==> src/rtl/operand_sel_pipe_skid_reg.sv <==
// Two-entry valid/ready skid buffer: main register drives the outputs, the skid
// register catches the word that arrives while downstream stalls.
module skid_reg #(
  parameter int WIDTH = 32
) (
  input  logic             clk,
  input  logic             rst_n,
  input  logic             flush,
  input  logic [WIDTH-1:0] in_data,
  input  logic             in_valid,
  output logic             in_ready,
  output logic [WIDTH-1:0] out_data,
  output logic             out_valid,
  input  logic             out_ready
);

  localparam logic [1:0] EMPTY = 2'b00;
  localparam logic [1:0] FULL1 = 2'b10;
  localparam logic [1:0] FULL2 = 2'b11;

  logic             main_v;
  logic             skid_v;
  logic [WIDTH-1:0] main_d;
  logic [WIDTH-1:0] skid_d;
  logic             accept;
  logic             xmit;

  assign accept    = in_valid && in_ready;
  assign xmit      = main_v && out_ready;
  assign out_valid = main_v;
  assign out_data  = main_d;

  // in_ready is kept as a flop equal to !skid_v so upstream sees no combinational path
  always_ff @(posedge clk or negedge rst_n) begin
    if (!rst_n) begin
      main_v   <= 1'b0;
      skid_v   <= 1'b0;
      in_ready <= 1'b1;
      main_d   <= '0;
    end else if (flush) begin
      main_v   <= 1'b0;
      skid_v   <= 1'b0;
      in_ready <= 1'b1;
    end else begin
      case ({main_v, skid_v})
        EMPTY: begin
          if (accept) begin
            main_v <= 1'b1;
            main_d <= in_data;
          end
        end
        FULL1: begin
          if (accept && xmit) begin
            main_d <= in_data;
          end else if (accept) begin
            skid_v   <= 1'b1;
            in_ready <= 1'b0;
          end else if (xmit) begin
            main_v <= 1'b0;
          end
        end
        FULL2: begin
          if (xmit) begin
            main_d   <= skid_d;
            skid_v   <= 1'b0;
            in_ready <= 1'b1;
          end
        end
        default: begin
          main_v   <= 1'b0;
          skid_v   <= 1'b0;
          in_ready <= 1'b1;
        end
      endcase
    end
  end

  // Skid data is only meaningful under skid_v, so it loads on every accept without reset
  always_ff @(posedge clk) begin
    if (accept) begin
      skid_d <= in_data;
    end
  end

endmodule

==> src/rtl/operand_sel_pipe.sv <==
// N-way operand selector followed by a registered valid/ready stage with flush,
// flagging out-of-range selects with a one-cycle sel_err pulse.
module operand_sel_pipe #(
  parameter int WIDTH  = 32,
  parameter int NUM_IN = 4,
  localparam int SEL_W = (NUM_IN > 2) ? $clog2(NUM_IN) : 1
) (
  input  logic                    clk,
  input  logic                    rst_n,
  input  logic [NUM_IN*WIDTH-1:0] in_bus,
  input  logic [SEL_W-1:0]        sel,
  input  logic                    in_valid,
  output logic                    in_ready,
  input  logic                    flush,
  output logic [WIDTH-1:0]        out_data,
  output logic                    out_valid,
  input  logic                    out_ready,
  output logic                    sel_err
);

  logic [WIDTH-1:0] word_p0;
  logic             sel_bad_p0;

  // Out-of-range selects fall through to word 0
  always_comb begin
    word_p0 = in_bus[WIDTH-1:0];
    for (int k = 1; k < NUM_IN; k++) begin
      if (int'(sel) == k) begin
        word_p0 = in_bus[k*WIDTH +: WIDTH];
      end
    end
  end

  assign sel_bad_p0 = (int'(sel) >= NUM_IN);

  // ---- stage boundary: selected word enters the skid buffer ----
  skid_reg #(
    .WIDTH(WIDTH)
  ) u_skid (
    .clk      (clk),
    .rst_n    (rst_n),
    .flush    (flush),
    .in_data  (word_p0),
    .in_valid (in_valid),
    .in_ready (in_ready),
    .out_data (out_data),
    .out_valid(out_valid),
    .out_ready(out_ready)
  );

  // Pulse follows acceptance, not delivery, and is dropped for flushed words
  always_ff @(posedge clk or negedge rst_n) begin
    if (!rst_n) begin
      sel_err <= 1'b0;
    end else begin
      sel_err <= in_valid && in_ready && sel_bad_p0 && !flush;
    end
  end

endmodule

==> config.mk <==
export PLATFORM = sky130hd
export DESIGN_NAME = operand_sel_pipe
export DESIGN_NICKNAME = d
export VERILOG_FILES = /design/src/rtl/operand_sel_pipe_skid_reg.sv /design/src/rtl/operand_sel_pipe.sv
export SDC_FILE = /design/constraint.sdc
export NUM_CORES = 1
export LEC_CHECK = 0
export BUFFER_PORTS_ARGS = -buffer_cell sky130_fd_sc_hd__buf_2
export CAP_MARGIN = 30
export CORE_ASPECT_RATIO = 0.6
export CORE_MARGIN = 2
export CORE_UTILIZATION = 48
export CTS_CLUSTER_DIAMETER = 30
export DETAILED_ROUTE_END_ITERATION = 8
export GPL_ROUTABILITY_DRIVEN = 1
export PLACE_DENSITY = 0.78
export SETUP_SLACK_MARGIN = 0.2
export SLEW_MARGIN = 20
export SYNTH_ARGS = -nofsm -noshare
export SYNTH_HDL_FRONTEND = slang
export SYNTH_SLANG_ARGS = --single-unit
==> constraint.sdc <==
create_clock -name clk -period 2.3 [get_ports clk]
set_clock_uncertainty 0.2 [all_clocks]
set_input_delay 0.23 -clock clk [delete_from_list [all_inputs] [get_ports clk]]
set_output_delay 0.23 -clock clk [all_outputs]
set_load 0.005 [all_outputs]
After elaboration in Yosys (flattened, before gate mapping)
Index checks and enable logic that the tools add are counted.
Cells by class
  bitwise operators: 1
  mux-type cells: 21
  eq/ne operators: 16
  reduce and logical (&&, ||, !) cells: 8
Operator list (count)
  $mux W32: 6
  $pmux W32 S3: 1
  $ne A3 B2 Y1 const B: 4
  $mux W1: 11
  $reduce_and A5 Y1: 2
  $pmux W1 S3: 3
  $eq A2 B2 Y1 const B: 4
  $ne A2 B1 Y1 const B: 3
  $ne A3 B3 Y1 const B: 2
  $ne A2 B2 Y1 const B: 2
  $reduce_and A4 Y1: 1
  $logic_and A1 B1 Y1: 3
  $reduce_bool A3 Y1: 1
  $eq A2 B1 Y1 const B: 1
  $logic_not A2 Y1: 1
  $not A1 Y1: 1
Storage, ports and cells
  word-level logic and storage cells: 51
  register bits after elaboration: 67
  bits of input ports: 135
  output and inout bits: 35

Depth between registers and ports, before layout
Gate-level depths: netlist of run 1.
  depth in word-level cells: 6
  gate-level depth with buffers: 5
  depth with buffers taken out: 3

Modules after synthesis
A second synthesis of run 1 with hierarchy kept.
Second synthesis, totals
  cell total of the unflattened synthesis: 193
  area, all modules: 3549.7 um^2
By module, submodules not included
  skid_reg: cells each 152, times used 1, sequential area each 1838.0 um^2, area each 2723.9 um^2
  operand_sel_pipe: cells each 41, times used 1, sequential area each 0.0 um^2, area each 825.8 um^2

Least setup slack after synthesis of run 1
Ideal clock, no wire load.
  kind: register -> register
  start: register u_skid.in_ready
  end: register u_skid.skid_d[0], enable pin
  arrival time: 1384 ps
  data required time: 1707 ps
  path buffers: 0
  setup time: 393 ps
  slack: 323 ps
  stages on the path, launching flop included: 2
  clock period less this slack: 1977 ps
  path through: dfstp_2 -> and2_1
On the way
  cells in the longest elaborated chain, start to end: 1
Ends and longest elaborated chain
  start: declaration: RTL line operand_sel_pipe_skid_reg.sv:11  | output logic in_ready,
  start signal: assignment: RTL line operand_sel_pipe_skid_reg.sv:38  | in_ready <= 1'b1;
  start signal: assignment: RTL line operand_sel_pipe_skid_reg.sv:43  | in_ready <= 1'b1;
  start signal: assignment: RTL line operand_sel_pipe_skid_reg.sv:57  | in_ready <= 1'b0;
  $logic_and A1 B1 Y1
  net u_skid.accept: RTL line operand_sel_pipe_skid_reg.sv:25  | logic accept;
  end signal: assignment: RTL line operand_sel_pipe_skid_reg.sv:81  | skid_d <= in_data;
  end: declaration: RTL line operand_sel_pipe_skid_reg.sv:24  | logic [WIDTH-1:0] skid_d;
The timed path passes the listed nets, and every way through them passes these cells.
A chain may end at the register's enable or synchronous reset.

Worst setup path in the final report of run 1
  start: register u_skid.in_ready
  end: register u_skid.main_d[10] (netlist: u_skid.out_data[10])
On the way
  cells in the longest elaborated chain, start to end: 4
  elaborated cells between the ends (all ways): 5
  classes of those cells: eq/ne: 2; reduce/logical: 3
Ends and longest elaborated chain
  $logic_and A1 B1 Y1 *
  $logic_and A1 B1 Y1: RTL line operand_sel_pipe_skid_reg.sv:53  | if (accept && xmit) begin
  $ne A2 B1 Y1 (no line)
  $reduce_and A5 Y1 (no line) *
  end signal: assignment: RTL line operand_sel_pipe_skid_reg.sv:49  | main_d <= in_data;
  end signal: assignment: RTL line operand_sel_pipe_skid_reg.sv:54  | main_d <= in_data;
  end signal: assignment: RTL line operand_sel_pipe_skid_reg.sv:64  | main_d <= skid_d;
  end: declaration: RTL line operand_sel_pipe_skid_reg.sv:23  | logic [WIDTH-1:0] main_d;
Mark *: on every way between the ends. The rest lies on a longest branch, timed or not.

==> summary.txt, run 1 <==
Floorplan
  – Floorplan die width: roughly 120 µm
  – Starting utilization of the core area: 49.67%
  – Site row count: 25
  – Height of the chip: roughly 74 µm
  – Number of top-level pins: 170
  – Die area: approximately 0.0089 mm²
  – Core area: roughly 0.008 mm²

STA
  – Max Freq: approximately 500 MHz
  – RSZ-0062 raised after global routing: no
  – Time the worst path needs with I/O delays and setup: 2.026 ns
  – Worst max-slew margin expressed relative to the limit: between 40% and 50%
  – Fin. Hold Viols: 0
  – Final Cycle Share: slightly below 90%
  – Setup violation total in the final timing report: 0
  – Setup WS post-layout: approximately 0.27 ns
  – Transition time at the pin with the least slew margin: between 0.8 and 0.9 ns
  – Post-Route Setup TNS: 0 ns
  – Slew Limit Fails: 0

Global route
  – Largest net degree at the start of global routing: 36
  – Total Routing Usage GR: ~22%
  – Antenna violations before repair: 0
  – First-pass GRT wire length: 15.24 mm
  – Overflow after GRT: 0
  – Vias in the first global route: ~3100

Clocking
  – H-tree Lvls: 3
  – Cell chosen for the clock root: clkbuf_16
  – Clock transition at the registers of the reported paths: around 0.050 ns
  – CTS tree: built
  – Later-pin clock latency in the skew report: 0.32 ns
  – CTS sink count: 67
  – Cts bufs inserted: 9
  – Worst-case clock buffer depth: 2

Place
  – Post-placement setup slack: ~0.26 ns
  – Quantity of I/O buffers inserted on ports: between 150 and 200
  – Global placement routability congestion: 0.8036
  – Post-DP HPWL: 7.557 mm

Synth
  – Synth Instances: a little over 300
  – Synthesized net count: 440
  – Multiplexer share of the synthesized area: between 30% and 40%
  – Cell area after synthesis: 0.003915 mm²
  – Proportion of synthesized chip area in sequential cells: 46.95%
  – Share of synthesized cell area in full adder, half adder and majority cells: 0%
  – Fraction of the mapped netlist area in compound gates: ~9%
  – Number of register bits inferred by synthesis: 67
  – Dominant combinational cell family by area after synthesis: multiplexers
  – Number of warnings printed during yosys synthesis: 0
  – Synthesized-area fraction occupied by xor and xnor cells: 0%
  – Number of distinct standard cells referenced by the synthesized netlist: 27
  – Synthesized area per cell: between 10 and 15 µm²
  – Synth Area in Simple Gates: just over 5%

Cells and area
  – Number of antenna repair diodes: 0
  – Net count of the finished layout: 607
  – Number of fill cells: around 640
  – Fraction of the core area covered by cells at the end of the flow: 65.87%
  – Fraction of layout instances using a drive strength above 1: approximately half
  – Syn-to-layout area delta: 32.63%

Drt
  – Total met3 wirelength after detailed routing: 890 µm
  – Uppermost signal routing layer after detailed routing: met4
  – DR WL/cell: 17.33 µm
  – Pre-Repair DR Iteration Count: 4
  – Met2 wire length: roughly 4.6 mm
  – Antenna Nets Post-Route: 0
  – DRT met1 WL: about 4.6 mm
  – Residual DRC: 0
  – Via density: 5.520
  – Violation count after the first detailed-route iteration: between 150 and 200
  – Via total after detailed routing: 3229
  – Wirelength, routed: just over 10 mm

Setup path
  – Crit Path Max Fanout: 10
  – Worst Setup Start Kind: register
  – Worst setup path category: reg -> reg
  – Worst path required time: between 2 and 2.5 ns
  – Arrival time of data at the critical path endpoint: just over 2 ns
  – Critical path endpoint category: register

Run
  – Max cap viols: 0

Power
  – Static Leak: 2.489 nW
  – Max rail drop VDD: around 0.36 mV
  – Pwr dens: 696.6 mW/mm²

Worst hold path
  – Hold Path Class: in -> reg

Status
  – Result of the run: finished clean
## per-stage QoR
step	cell area [µm²]	power, W	instances	hold WS (ns)
after floorplan	3915	0.002026	305	-0.2656
after global placement	4903	0.002388	567	0.1710
after detailed placement	4903	0.002424	567	0.1812
after global routing	5192	0.003790	585	0.04093
after CTS	5189	0.003651	585	0.01531
final	5192	0.003617	585	0.01906
## registers in the layout (all words and copies together), names as in the netlist
name and cells:
u_skid.out_data 32, u_skid.out_valid 1, u_skid.skid_v 1, u_skid.in_ready 1, u_skid.skid_d 32
## power breakdown
part	switching, W	total (W)	internal [W]	leakage [nW]
Combinational	0.000367	0.000829	0.000462	1.62
Clock	0.000458	0.00121	0.000753	0.133
Sequential	0.000105	0.00158	0.00147	0.734
## cell type report
class	count	area (µm²)	area share, %
Multi-Input combinational cell	208	1921	36.99
Sequential cell	67	1838	35.40
Timing Repair Buffer	185	1030	19.83
Clock buffer	13	250.2	4.819
Tap cell	108	135.1	2.602
Clock inverter	3	15.01	0.2892
Inverter	1	3.754	0.07229
## synthesized netlist by cell type
cell type | instances | area (µm²)
mux2_2 | 22 | 247.7
and2_1 | 1 | 6.260
dfrtp_1 | 34 | 850.8
nor2b_1 | 1 | 6.260
o221ai_1 | 32 | 280.3
a2111oi_4 | 1 | 27.53
mux2i_1 | 96 | 960.9
o21bai_1 | 1 | 7.510
a21oi_1 | 2 | 10.01
clkbuf_1 | 11 | 41.29
o21ai_0 | 1 | 5.000
nor2_1 | 1 | 3.750
a21bo_2 | 1 | 10.01
conb_1 | 1 | 3.750
buf_2 | 12 | 60.06
a21oi_2 | 1 | 8.760
dfstp_2 | 1 | 26.28
inv_1 | 1 | 3.750
mux2_4 | 10 | 150.1
buf_1 | 1 | 3.750
nand3_1 | 32 | 160.2
nand2b_1 | 3 | 18.77
edfxtp_1 | 32 | 960.9
buf_6 | 3 | 33.78
nor3_1 | 1 | 5.000
buf_4 | 2 | 15.01
a21o_1 | 1 | 7.510
## logic make-up (layout without fill, tap and decap cells)
family,count (synthesis),in the layout
multiplexers,128,128
flip-flops,67,67
AO/OA/AOI/OAI,40,40
AND/OR/NAND/NOR,39,39
buffers and inverters,30,202
other,1,1
## worst max-delay path: stages, from the launching register on
cell and delay [ns]:
dfstp_2 0.56, a21oi_2 0.09, a2111oi_4 0.42, buf_4 0.28
mux2_2 0.36
## final timing paths
path | depth (start not counted) | to | start | slack [ns]
worst max-delay path | 4 | u_skid.out_data[10] | u_skid.in_ready | 0.27
worst min-delay path | 3 | u_skid.skid_v | out_ready | 0.02
worst max register to register | 4 | u_skid.out_data[10] | u_skid.in_ready | 0.27
worst min register to register | 1 | u_skid.out_data[24] | u_skid.out_data[24] | 0.30
max in group asynchronous | 2 | u_skid.out_data[3] | rst_n | 1.01
min in group asynchronous | 2 | u_skid.out_data[27] | rst_n | 0.34
## routing by layer
metal | GRT usage [%] | vias to the layer above
li1 | - | 1534
met1 | 29.55 | 1535
met2 | 36.60 | 152
met3 | 6.058 | 8
met4 | 6.848 | 0
met5 | 0 | -
## repair_timing
| action | in CTS | in global routing |
|---|---|---|
| resized for setup | 0 | 1 |
| endpoints found under the setup margin | 0 | 15 |
| setup buffers | 0 | 0 |
| endpoints found under the hold margin | 36 | 0 |
| hold buffers | 2 | 0 |
## cell usage in the layout (no fill, tap or decap), types with 2 or more instances in the layout
| cell type | count |
|---|---|
| mux2_2 | 22 |
| dfrtp_1 | 34 |
| nand3_1 | 32 |
| clkbuf_1 | 3 |
| buf_12 | 4 |
| nand2b_1 | 3 |
| dlygate4sd3_1 | 2 |
| edfxtp_1 | 32 |
| clkbuf_16 | 9 |
| a21oi_1 | 2 |
| o221ai_1 | 32 |
| clkinv_2 | 3 |
| mux2_4 | 10 |
| mux2i_1 | 96 |
| buf_2 | 167 |
| buf_4 | 11 |
(Power assumes the default switching activity.)
==> run 2: changes to the inputs <==
Settings changed: CORE_UTILIZATION 48 to 36, PLACE_DENSITY 0.78 to default, PLACE_DENSITY_LB_ADDON from default to 0.25.
==> summary.txt, run 2 (synthesized netlist as in run 1, its figures left out) <==
Status
  – Result of the run: finished clean

Worst hold path
  – Hold Path Class: in -> reg

Place
  – Post-place instance area: 0.004915 mm² (+0.23%)
  – Global placement routability congestion: 0.7788 (-3.1%)
  – Post-placement setup slack: 0.2455 ns (-0.01668 ns)
  – Post-DP HPWL: 7.555 mm (about the same)
  – Quantity of I/O buffers inserted on ports: 168 (unchanged)

STA
  – Final Cycle Share: 87.88% (-0.21 points)
  – Fin. Hold Viols: 0 (unchanged)
  – Worst max-slew margin expressed relative to the limit: 61.19% (+17 points)
  – Transition time at the pin with the least slew margin: 0.5821 ns (-0.2566 ns)
  – RSZ-0062 raised after global routing: no
  – Post-Route Setup TNS: 0 ns (unchanged)
  – Time the worst path needs with I/O delays and setup: 2.021 ns (-0.004832 ns)
  – Slew Limit Fails: 0 (unchanged)
  – Max Freq: 494.7 MHz (+0.24%)
  – Setup violation total in the final timing report: 0 (unchanged)
  – Setup WS post-layout: 0.2787 ns (+0.004832 ns)

Cells and area
  – Net count of the finished layout: 607 (unchanged)
  – Most used cells in the layout excluding fill and tap cells: buf_2 (167), mux2i_1 (96), dfrtp_1 (34)
  – Fraction of the core area covered by cells at the end of the flow: 49.60% (-16 points)
  – Fin area: 0.005255 mm² (+1.2%)
  – Syn-to-layout area delta: 34.23%
  – Number of antenna repair diodes: 0 (unchanged)
  – Most frequent standard cell in the layout excluding fill and tap cells: buf_2
  – Fraction of layout instances using a drive strength above 1: 48.22% (-0.63 points)

Global route
  – Vias in the first global route: 3311 (+5.2%)
  – Largest net degree at the start of global routing: 39 (+8.3%)
  – Overflow after GRT: 0 (unchanged)
  – Antenna violations before repair: 0 (unchanged)
  – Total Routing Usage GR: 18.93% (-3.4 points)
  – First-pass GRT wire length: 17.21 mm (+13%)

Clocking
  – CTS tree: built
  – Cts bufs inserted: 9 (unchanged)
  – Worst-case clock buffer depth: 2 (unchanged)
  – H-tree Lvls: 3 (unchanged)
  – Cell chosen for the clock root: clkbuf_16
  – Clock transition at the registers of the reported paths: 0.05 ns (about the same)
  – Later-pin clock latency in the skew report: 0.33 ns (about the same)
  – CTS sink count: 67 (unchanged)

Floorplan
  – Core area: 0.01060 mm² (+34%)
  – Height of the chip: 84.78 µm (+15%)
  – Number of top-level pins: 170 (unchanged)
  – Floorplan die width: 138.6 µm (+15%)
  – Site row count: 29 (+16%)
  – Starting utilization of the core area: 36.95% (-13 points)
  – Die area: 0.01175 mm² (+32%)

Power
  – Static Leak: 2.492 nW (+0.12%)
  – Max rail drop VDD: 0.3909 mV (+9.2%)
  – Pwr dens: 708.8 mW/mm² (+1.7%)

Setup path
  – Crit Path Max Fanout: 15 (+5)
  – Arrival time of data at the critical path endpoint: 2.03 ns (about the same)
  – Worst setup path category: reg -> reg
  – Critical path endpoint category: register
  – Worst path required time: 2.31 ns (about the same)
  – Worst Setup Start Kind: register

Drt
  – Via density: 5.107 (-7.5%)
  – Antenna Nets Post-Route: 0 (unchanged)
  – Wirelength, routed: 10.61 mm (+4.6%)
  – Via total after detailed routing: 3146 (-2.6%)
  – Pre-Repair DR Iteration Count: 4 (unchanged)
  – Violation count after the first detailed-route iteration: 143 (-27%)
  – Residual DRC: 0 (unchanged)
  – DR WL/cell: 17.22 µm (-0.64%)

Run
  – Max cap viols: 0 (unchanged)
## run 2: worst paths after layout
| path | startpoint | endpoint | slack (ns) | cells after the start |
|---|---|---|---|---|
| max in group asynchronous | rst_n | u_skid.in_ready | 1.23 | 3 |
| worst max register to register | u_skid.in_ready | u_skid.out_data[1] | 0.28 | 4 |
| worst max-delay path | u_skid.in_ready | u_skid.out_data[1] | 0.28 | 4 |
| worst min register to register | u_skid.out_data[24] | u_skid.out_data[24] | 0.30 | 1 |
| min in group asynchronous | rst_n | u_skid.out_data[25] | 0.15 | 2 |
| worst min-delay path | in_valid | u_skid.in_ready | 0.09 | 4 |
## run 2: metal layers
layer	vias to the layer above	track usage [%]	routed length [µm]
met2	126	29.70	4626
met3	10	6.560	795
met5	-	0	0
met4	0	5.601	118
li1	1531	-	-
met1	1479	25.03	5065
## run 2: repair_timing
action,CTS,global route
setup buffers,0,0
setup endpoints to repair,0,7
endpoints found under the hold margin,37,0
resized for setup,0,1
hold buffers,3,0
## run 2: stage by stage
step                      hold WS, ns  power [W]  cells
final                         0.08778   0.003725    616
after global routing          0.09096   0.003921    616
after CTS                     0.07836   0.003765    615
after detailed placement       0.1964   0.002428    596
after global placement         0.1745   0.002401    596
after floorplan               -0.2656   0.002026    305
## run 2: power by group
group | internal (W) | switching [W] | total (W)
Combinational | 0.000464 | 0.000371 | 0.000835
Clock | 0.000835 | 0.000483 | 0.00132
Sequential | 0.00147 | 0.000100 | 0.00157
Total | 0.00277 | 0.000955 | 0.00372
## run 2: worst max-delay path, cell delays in order, from the launching register on
cell and delay, ns:
dfstp_2 0.56, a21oi_2 0.08, a2111oi_4 0.36, buf_4 0.32, mux2_2 0.37
## run 2: cell type report
| class | count | area, µm² |
|---|---|---|
| Inverter | 1 | 3.754 |
| Clock inverter | 3 | 38.79 |
| Sequential cell | 67 | 1838 |
| Fill cell | 987 | 5340 |
| Multi-Input combinational cell | 208 | 1921 |
| Timing Repair Buffer | 185 | 1040 |
| Tap cell | 139 | 173.9 |
| Clock buffer | 13 | 240.2 |
